### src/rtl/cpu_ctrl_pkg.sv
// rtl/cpu_ctrl_pkg.sv - shared opcodes, ALU op classes, state and mux encodings for the CPU control unit
package cpu_ctrl_pkg;

  // Instruction opcodes understood by the control unit
  localparam int unsigned OP_RTYPE = 0;
  localparam int unsigned OP_J     = 2;
  localparam int unsigned OP_BEQ   = 4;
  localparam int unsigned OP_ADDI  = 8;
  localparam int unsigned OP_SLTIU = 9;
  localparam int unsigned OP_LW    = 35;
  localparam int unsigned OP_SW    = 43;

  // ALU operation classes handed to the ALU decoder
  typedef enum logic [2:0] {
    ALU_ADD   = 3'b000,
    ALU_SUB   = 3'b001,
    ALU_FUNCT = 3'b010,
    ALU_ADDI  = 3'b011,
    ALU_SLTI  = 3'b100
  } alu_class_e;

  // Control FSM states; encodings are visible on state_o
  typedef enum logic [3:0] {
    ST_FETCH    = 4'd0,
    ST_DECODE   = 4'd1,
    ST_MEM_ADDR = 4'd2,
    ST_MEM_RD   = 4'd3,
    ST_MEM_WB   = 4'd4,
    ST_MEM_WR   = 4'd5,
    ST_EXEC_R   = 4'd6,
    ST_WB_R     = 4'd7,
    ST_EXEC_I   = 4'd8,
    ST_WB_I     = 4'd9,
    ST_BRANCH   = 4'd10,
    ST_JUMP     = 4'd11
  } state_e;

  // ALU B operand select
  typedef enum logic [1:0] {
    SRCB_RT      = 2'b00,
    SRCB_FOUR    = 2'b01,
    SRCB_IMM     = 2'b10,
    SRCB_IMM_SL2 = 2'b11
  } src_b_e;

  // PC source select
  typedef enum logic [1:0] {
    PCSRC_ALU    = 2'b00,
    PCSRC_ALUOUT = 2'b01,
    PCSRC_JUMP   = 2'b10
  } pc_src_e;

endpackage

### src/rtl/multicycle_ctrl_if.sv
// rtl/multicycle_ctrl_if.sv - datapath control bundle between the multi-cycle controller and the datapath
interface multicycle_ctrl_if #(
  parameter int OP_W     = 6,
  parameter int ALU_OP_W = 3
);
  logic [OP_W-1:0]     instr_op_i;
  logic                mem_ready_i;
  logic                zero_i;
  logic                pc_write_o;
  logic                ir_write_o;
  logic                iord_o;
  logic                mem_read_o;
  logic                mem_write_o;
  logic                reg_write_o;
  logic                reg_dst_o;
  logic                mem_to_reg_o;
  logic                alu_src_a_o;
  logic [1:0]          alu_src_b_o;
  logic [ALU_OP_W-1:0] alu_op_o;
  logic [1:0]          pc_src_o;
  logic                illegal_o;
  logic [3:0]          state_o;

  // Controller side
  modport slave (
    input  instr_op_i, mem_ready_i, zero_i,
    output pc_write_o, ir_write_o, iord_o, mem_read_o, mem_write_o,
           reg_write_o, reg_dst_o, mem_to_reg_o, alu_src_a_o, alu_src_b_o,
           alu_op_o, pc_src_o, illegal_o, state_o
  );

  // Datapath side
  modport master (
    output instr_op_i, mem_ready_i, zero_i,
    input  pc_write_o, ir_write_o, iord_o, mem_read_o, mem_write_o,
           reg_write_o, reg_dst_o, mem_to_reg_o, alu_src_a_o, alu_src_b_o,
           alu_op_o, pc_src_o, illegal_o, state_o
  );
endinterface

### src/rtl/multicycle_ctrl.sv
// rtl/multicycle_ctrl.sv - multi-cycle CPU control FSM; MULTICYCLE_CTRL_JUMP_EN builds the JUMP state for opcode 2
module multicycle_ctrl #(
  parameter int ALU_OP_W = 3,
  parameter int OP_W     = 6
) (
  input  logic           clk_i,
  input  logic           rst_i,
  multicycle_ctrl_if.slave bus
);
  import cpu_ctrl_pkg::*;

  state_e          state_q, state_d;
  logic            illegal_q, illegal_d;
  logic [OP_W-1:0] op;
  logic            mem_ready;

  logic       pc_write, ir_write, iord, mem_read, mem_write;
  logic       reg_write, reg_dst, mem_to_reg, alu_src_a;
  src_b_e     alu_src_b;
  alu_class_e alu_op;
  pc_src_e    pc_src;

  assign op = bus.instr_op_i;
  // Held low during reset so the reset outputs match an idle FETCH
  assign mem_ready = bus.mem_ready_i & rst_i;

  // Next-state selection and datapath control decode from the current state
  always_comb begin
    state_d    = state_q;
    illegal_d  = 1'b0;
    pc_write   = 1'b0;
    ir_write   = 1'b0;
    iord       = 1'b0;
    mem_read   = 1'b0;
    mem_write  = 1'b0;
    reg_write  = 1'b0;
    reg_dst    = 1'b0;
    mem_to_reg = 1'b0;
    alu_src_a  = 1'b0;
    alu_src_b  = SRCB_RT;
    alu_op     = ALU_ADD;
    pc_src     = PCSRC_ALU;
    case (state_q)
      ST_FETCH: begin
        mem_read  = 1'b1;
        alu_src_b = SRCB_FOUR;
        if (mem_ready) begin
          pc_write = 1'b1;
          ir_write = 1'b1;
          state_d  = ST_DECODE;
        end
      end
      ST_DECODE: begin
        alu_src_b = SRCB_IMM_SL2;
        if (op == OP_W'(OP_RTYPE)) begin
          state_d = ST_EXEC_R;
        end else if (op == OP_W'(OP_LW) || op == OP_W'(OP_SW)) begin
          state_d = ST_MEM_ADDR;
        end else if (op == OP_W'(OP_ADDI) || op == OP_W'(OP_SLTIU)) begin
          state_d = ST_EXEC_I;
        end else if (op == OP_W'(OP_BEQ)) begin
          state_d = ST_BRANCH;
`ifdef MULTICYCLE_CTRL_JUMP_EN
        end else if (op == OP_W'(OP_J)) begin
          state_d = ST_JUMP;
`endif
        end else begin
          state_d   = ST_FETCH;
          illegal_d = 1'b1;
        end
      end
      ST_EXEC_R: begin
        alu_src_a = 1'b1;
        alu_src_b = SRCB_RT;
        alu_op    = ALU_FUNCT;
        state_d   = ST_WB_R;
      end
      ST_WB_R: begin
        reg_write = 1'b1;
        reg_dst   = 1'b1;
        state_d   = ST_FETCH;
      end
      ST_EXEC_I: begin
        alu_src_a = 1'b1;
        alu_src_b = SRCB_IMM;
        alu_op    = (op == OP_W'(OP_SLTIU)) ? ALU_SLTI : ALU_ADDI;
        state_d   = ST_WB_I;
      end
      ST_WB_I: begin
        reg_write = 1'b1;
        state_d   = ST_FETCH;
      end
      ST_MEM_ADDR: begin
        alu_src_a = 1'b1;
        alu_src_b = SRCB_IMM;
        state_d   = (op == OP_W'(OP_SW)) ? ST_MEM_WR : ST_MEM_RD;
      end
      ST_MEM_RD: begin
        iord     = 1'b1;
        mem_read = 1'b1;
        if (mem_ready) state_d = ST_MEM_WB;
      end
      ST_MEM_WB: begin
        reg_write  = 1'b1;
        mem_to_reg = 1'b1;
        state_d    = ST_FETCH;
      end
      ST_MEM_WR: begin
        iord      = 1'b1;
        mem_write = 1'b1;
        if (mem_ready) state_d = ST_FETCH;
      end
      ST_BRANCH: begin
        alu_src_a = 1'b1;
        alu_src_b = SRCB_RT;
        alu_op    = ALU_SUB;
        pc_src    = PCSRC_ALUOUT;
        pc_write  = bus.zero_i;
        state_d   = ST_FETCH;
      end
`ifdef MULTICYCLE_CTRL_JUMP_EN
      ST_JUMP: begin
        pc_src   = PCSRC_JUMP;
        pc_write = 1'b1;
        state_d  = ST_FETCH;
      end
`endif
      default: state_d = ST_FETCH;
    endcase
  end

  // State register and the one-cycle illegal-opcode flag
  always_ff @(posedge clk_i or negedge rst_i) begin
    if (!rst_i) begin
      state_q   <= ST_FETCH;
      illegal_q <= 1'b0;
    end else begin
      state_q   <= state_d;
      illegal_q <= illegal_d;
    end
  end

  assign bus.pc_write_o   = pc_write;
  assign bus.ir_write_o   = ir_write;
  assign bus.iord_o       = iord;
  assign bus.mem_read_o   = mem_read;
  assign bus.mem_write_o  = mem_write;
  assign bus.reg_write_o  = reg_write;
  assign bus.reg_dst_o    = reg_dst;
  assign bus.mem_to_reg_o = mem_to_reg;
  assign bus.alu_src_a_o  = alu_src_a;
  assign bus.alu_src_b_o  = alu_src_b;
  assign bus.alu_op_o     = ALU_OP_W'(alu_op);
  assign bus.pc_src_o     = pc_src;
  assign bus.illegal_o    = illegal_q;
  assign bus.state_o      = state_q;

endmodule

### src/flat_wrapper.sv
// flat-port wrapper written by rule: the top's interface ports become plain ports
module multicycle_ctrl_flat import cpu_ctrl_pkg::*;
#(
  parameter int ALU_OP_W = 3,
  parameter int OP_W     = 6
)
  (clk_i, rst_i, bus_instr_op_i, bus_mem_ready_i, bus_zero_i, bus_pc_write_o, bus_ir_write_o, bus_iord_o, bus_mem_read_o, bus_mem_write_o, bus_reg_write_o, bus_reg_dst_o, bus_mem_to_reg_o, bus_alu_src_a_o, bus_alu_src_b_o, bus_alu_op_o, bus_pc_src_o, bus_illegal_o, bus_state_o);
  multicycle_ctrl_if #(.OP_W(OP_W), .ALU_OP_W(ALU_OP_W)) bus_i ();
  input  logic clk_i;
  input  logic rst_i;
  input wire logic [$bits(bus_i.instr_op_i)-1:0] bus_instr_op_i;
  input wire logic [$bits(bus_i.mem_ready_i)-1:0] bus_mem_ready_i;
  input wire logic [$bits(bus_i.zero_i)-1:0] bus_zero_i;
  output wire logic [$bits(bus_i.pc_write_o)-1:0] bus_pc_write_o;
  output wire logic [$bits(bus_i.ir_write_o)-1:0] bus_ir_write_o;
  output wire logic [$bits(bus_i.iord_o)-1:0] bus_iord_o;
  output wire logic [$bits(bus_i.mem_read_o)-1:0] bus_mem_read_o;
  output wire logic [$bits(bus_i.mem_write_o)-1:0] bus_mem_write_o;
  output wire logic [$bits(bus_i.reg_write_o)-1:0] bus_reg_write_o;
  output wire logic [$bits(bus_i.reg_dst_o)-1:0] bus_reg_dst_o;
  output wire logic [$bits(bus_i.mem_to_reg_o)-1:0] bus_mem_to_reg_o;
  output wire logic [$bits(bus_i.alu_src_a_o)-1:0] bus_alu_src_a_o;
  output wire logic [$bits(bus_i.alu_src_b_o)-1:0] bus_alu_src_b_o;
  output wire logic [$bits(bus_i.alu_op_o)-1:0] bus_alu_op_o;
  output wire logic [$bits(bus_i.pc_src_o)-1:0] bus_pc_src_o;
  output wire logic [$bits(bus_i.illegal_o)-1:0] bus_illegal_o;
  output wire logic [$bits(bus_i.state_o)-1:0] bus_state_o;
  assign bus_i.instr_op_i = bus_instr_op_i;
  assign bus_i.mem_ready_i = bus_mem_ready_i;
  assign bus_i.zero_i = bus_zero_i;
  assign bus_pc_write_o = bus_i.pc_write_o;
  assign bus_ir_write_o = bus_i.ir_write_o;
  assign bus_iord_o = bus_i.iord_o;
  assign bus_mem_read_o = bus_i.mem_read_o;
  assign bus_mem_write_o = bus_i.mem_write_o;
  assign bus_reg_write_o = bus_i.reg_write_o;
  assign bus_reg_dst_o = bus_i.reg_dst_o;
  assign bus_mem_to_reg_o = bus_i.mem_to_reg_o;
  assign bus_alu_src_a_o = bus_i.alu_src_a_o;
  assign bus_alu_src_b_o = bus_i.alu_src_b_o;
  assign bus_alu_op_o = bus_i.alu_op_o;
  assign bus_pc_src_o = bus_i.pc_src_o;
  assign bus_illegal_o = bus_i.illegal_o;
  assign bus_state_o = bus_i.state_o;
  multicycle_ctrl #(.ALU_OP_W(ALU_OP_W), .OP_W(OP_W)) u_core (.clk_i(clk_i), .rst_i(rst_i), .bus(bus_i));
endmodule
### config.mk
export PLATFORM = sky130hd
export DESIGN_NAME = multicycle_ctrl_flat
export DESIGN_NICKNAME = d
export VERILOG_FILES = /design/src/rtl/cpu_ctrl_pkg.sv /design/src/rtl/multicycle_ctrl_if.sv /design/src/rtl/multicycle_ctrl.sv /design/src/flat_wrapper.sv
export SDC_FILE = /design/constraint.sdc
export NUM_CORES = 1
export LEC_CHECK = 0
export CAP_MARGIN = 20
export CORE_MARGIN = 2
export CORE_UTILIZATION = 25
export DETAILED_ROUTE_END_ITERATION = 8
export GPL_TIMING_DRIVEN = 0
export PLACE_DENSITY_LB_ADDON = 0.25
export REMOVE_ABC_BUFFERS = 1
export SKIP_LAST_GASP = 1
export SLEW_MARGIN = 0
export SYNTH_ARGS = -nofsm -noshare
export SYNTH_HDL_FRONTEND = slang
export SYNTH_SLANG_ARGS = --single-unit
export TNS_END_PERCENT = 1
### constraint.sdc
create_clock -name clk_i -period 3.69 [get_ports clk_i]
set_input_delay 1.107 -clock clk_i [delete_from_list [all_inputs] [get_ports clk_i]]
set_output_delay 1.107 -clock clk_i [all_outputs]
set_load 0.01 [all_outputs]
==> impl_metrics.env <==
export IMPL_status="complete, but fails checks"
export IMPL_failed_checks="negative setup slack"
export IMPL_clock_sinks=5
export IMPL_wl_per_cell_um=13.5
export IMPL_fin_cells=137
export IMPL_die_w_um=52.7
export IMPL_vias_per_cell=5.20
export IMPL_finalWirelength_um=1850
export IMPL_synth_area_leaders="dfrtp_1, nor3_1, a21oi_1"
export IMPL_num_nets_final=120
export IMPL_vias=712
export IMPL_hp_class="register to register"
export IMPL_end_kind="output port"
export IMPL_dr_pass1_iters=4
export IMPL_yosys_area_top_type_share=0.211
export IMPL_start_util=0.265
export IMPL_worstMarginPinSlew_ns=0.640
export IMPL_crit_required_ns=2.58
export IMPL_async_flop_share=1.00
export IMPL_cts_root_buffer="clkbuf_4"
export IMPL_ys_dominant_reg_cell="dfrtp_1"
export IMPL_die_area_mm2=0.00277
export IMPL_rows=17
export IMPL_r2r_start="u_core.bus.state_o[2]"
export IMPL_utilization=0.414
export IMPL_boundaryPins=31
export IMPL_htreeDepth=1
export IMPL_ys_warn_count=0
export IMPL_grt_max_degree=20
export IMPL_die_y_um=52.7
export IMPL_cp_startpoint="bus_mem_ready_i"
export IMPL_p_total_uw=465
export IMPL_drc=0
export IMPL_cp_endpoint="bus_pc_write_o"
export IMPL_critPathMaxFanout=4
export IMPL_cts_buffer_depth=2
export IMPL_postSynthCellCount=81
export IMPL_synth_area_leader_cell="dfrtp_1"
export IMPL_cp_start_kind="input pin"
export IMPL_grt_overflow_total=0
export IMPL_hold_ws_ns=0.801
export IMPL_power_density_mw_per_mm2=503
export IMPL_clkLatencyLatePin_ns=0.24
export IMPL_rsz0062_at_grt="true"
export IMPL_place_area_um2=882
export IMPL_coreArea_mm2=0.00223
export IMPL_hold_violations=0
export IMPL_io_buffer_count=29
export IMPL_cts_made_buffers=3
export IMPL_p_leak_uw=0.000362
export IMPL_synth_edf_count=0
export IMPL_cts_tree="yes"
export IMPL_postCtsHoldBufs=0
export IMPL_drtAntennaViolNets=0
export IMPL_grt_pass1_vias=698
export IMPL_dp_cells=132
export IMPL_detailedRoute_firstIterationViolations=10
export IMPL_syn_cell_area_um2=592
export IMPL_max_slew_margin_rel=0.573
export IMPL_finalCriticalPeriod_ns=3.87
export IMPL_grt_usage=0.143
export IMPL_ir_worst_vdd_uv=290
export IMPL_maxCapViolCount=0
export IMPL_area_delta_synth_final_pct=56.2
export IMPL_timing_final_crit_share=1.05
export IMPL_grt_pass1_wl_um=2950
export IMPL_design_area_um2=925
export IMPL_dpl_hpwl_um=1280
export IMPL_drive_gt1_frac=0.0917
export IMPL_yosysMostFrequentCell="nor3_1"
export IMPL_syn_avg_cell_area_um2=7.31
export IMPL_setup_viol=5
export IMPL_synth_seq_cells=5
export IMPL_synth_top_cells_by_count="nor3_1, a21oi_1, nand2_1, nor2_1, dfrtp_1"
export IMPL_routabilityCongestion=0.687
export IMPL_regToRegEndpoint="u_core.bus.state_o[0]"
export IMPL_synth_distinct_cells=35
export IMPL_fmax_mhz=258
export IMPL_skew_ns=0.00257
export IMPL_clk_pin_slew_ns=0.04
export IMPL_reg2reg_depth=3
export IMPL_arrival_ns=2.77
export IMPL_final_setup_worst_slack_ns=-0.182
export IMPL_seq_area_frac_synth=0.211
export IMPL_drv_slew=0
export IMPL_critical_path_class="input pin to output port"
export IMPL_n_antenna_cell=0
export IMPL_grt_antenna_before_repair=0
export IMPL_rrSetupSlack_ns=2.07
[area by class of cell]
class | instances | area, um2
fillers | 259 | 1310
repair buffers | 30 | 295
inverters | 2 | 7.51
flip-flops and latches | 5 | 125
multi-input cells | 68 | 435
clock buffers | 4 | 26.3
well taps | 28 | 35.0
[how the worst min path moves through the flow]
stage | from | to | slack (ns) | cells past startpoint
2_1_floorplan | u_core.bus.state_o[1] | u_core.bus.state_o[3] | 0.69 | 1
3_3_place_gp | u_core.bus.state_o[1] | u_core.bus.state_o[3] | 0.76 | 1
3_5_place_dp | u_core.bus.state_o[1] | u_core.bus.state_o[3] | 0.79 | 1
4_1_cts | u_core.bus.state_o[1] | u_core.bus.state_o[3] | 0.79 | 1
5_1_grt | u_core.bus.state_o[1] | u_core.bus.state_o[3] | 0.83 | 1
6_report | u_core.bus.state_o[1] | u_core.bus.state_o[3] | 0.80 | 1
[metrics by stage]
stage / setup slack, ns / setup TNS (ns)
floorplan: 0.659 / 0
global placement: -0.458 / -1.92
detailed placement: -0.476 / -1.86
CTS: -0.173 / -0.557
global route: -0.275 / -1.17
finish: -0.182 / -0.656
[worst max-delay path: stages]
cell and delay, ns:
clkdlybuf4s50_1 0.52, nand2_1 0.13, nor4b_2 0.35, a21o_1 0.12, clkdlybuf4s50_1 0.53
[metal layers]
metal / global-route usage / share of wire / up-vias
met1: 0.177 / 0.48 / 338
met4: 0.0897 / 0.0092 / 0
li1: - / - / 353
met5: 0 / 0 / -
met3: 0.0114 / 0.025 / 2
met2: 0.235 / 0.48 / 19
[sequential cells by signal, indices dropped and copies added (netlist names)]
signal and count:
u_core.bus.illegal_o 1, u_core.bus.state_o 4
[layout by cell type, fill, tap and decap left out, types with 2 or more instances in the layout]
| master | instances |
|---|---|
| dlygate4sd2_1 | 2 |
| nor2b_1 | 3 |
| nand2_1 | 6 |
| nor3b_1 | 2 |
| a31oi_1 | 2 |
| clkbuf_4 | 3 |
| nand2b_1 | 4 |
| nor3_1 | 10 |
| dfrtp_1 | 5 |
| nand3b_1 | 2 |
| clkdlybuf4s50_1 | 27 |
| a21oi_1 | 7 |
| nor2_1 | 6 |
| nor4_1 | 2 |
| nand3_1 | 2 |
| inv_1 | 2 |
| and3_1 | 2 |
[cell families (layout without fill, tap and decap cells)]
kind of cell	after synthesis	after routing	share of synthesized area
compound gates	20	20	0.252
flops	5	5	0.211
simple gates	46	46	0.444
xor+xnor	1	1	0.0148
other cells	1	1	0.00634
buf+inv	8	36	0.0719
[repair_timing]
action / CTS / global route
pin swaps: 1 / 0
buffers inserted: 1 / 0
resized for setup: 4 / 0
setup endpoints to repair: 5 / 5
[power breakdown]
part / total, uW / internal [uW] / switching [uW]
logic: 278 / 163 / 115
registers: 124 / 69.4 / 54.3
clock network: 62.6 / 40.8 / 21.7
total: 465 / 273 / 191
(Power assumes the default switching activity.)
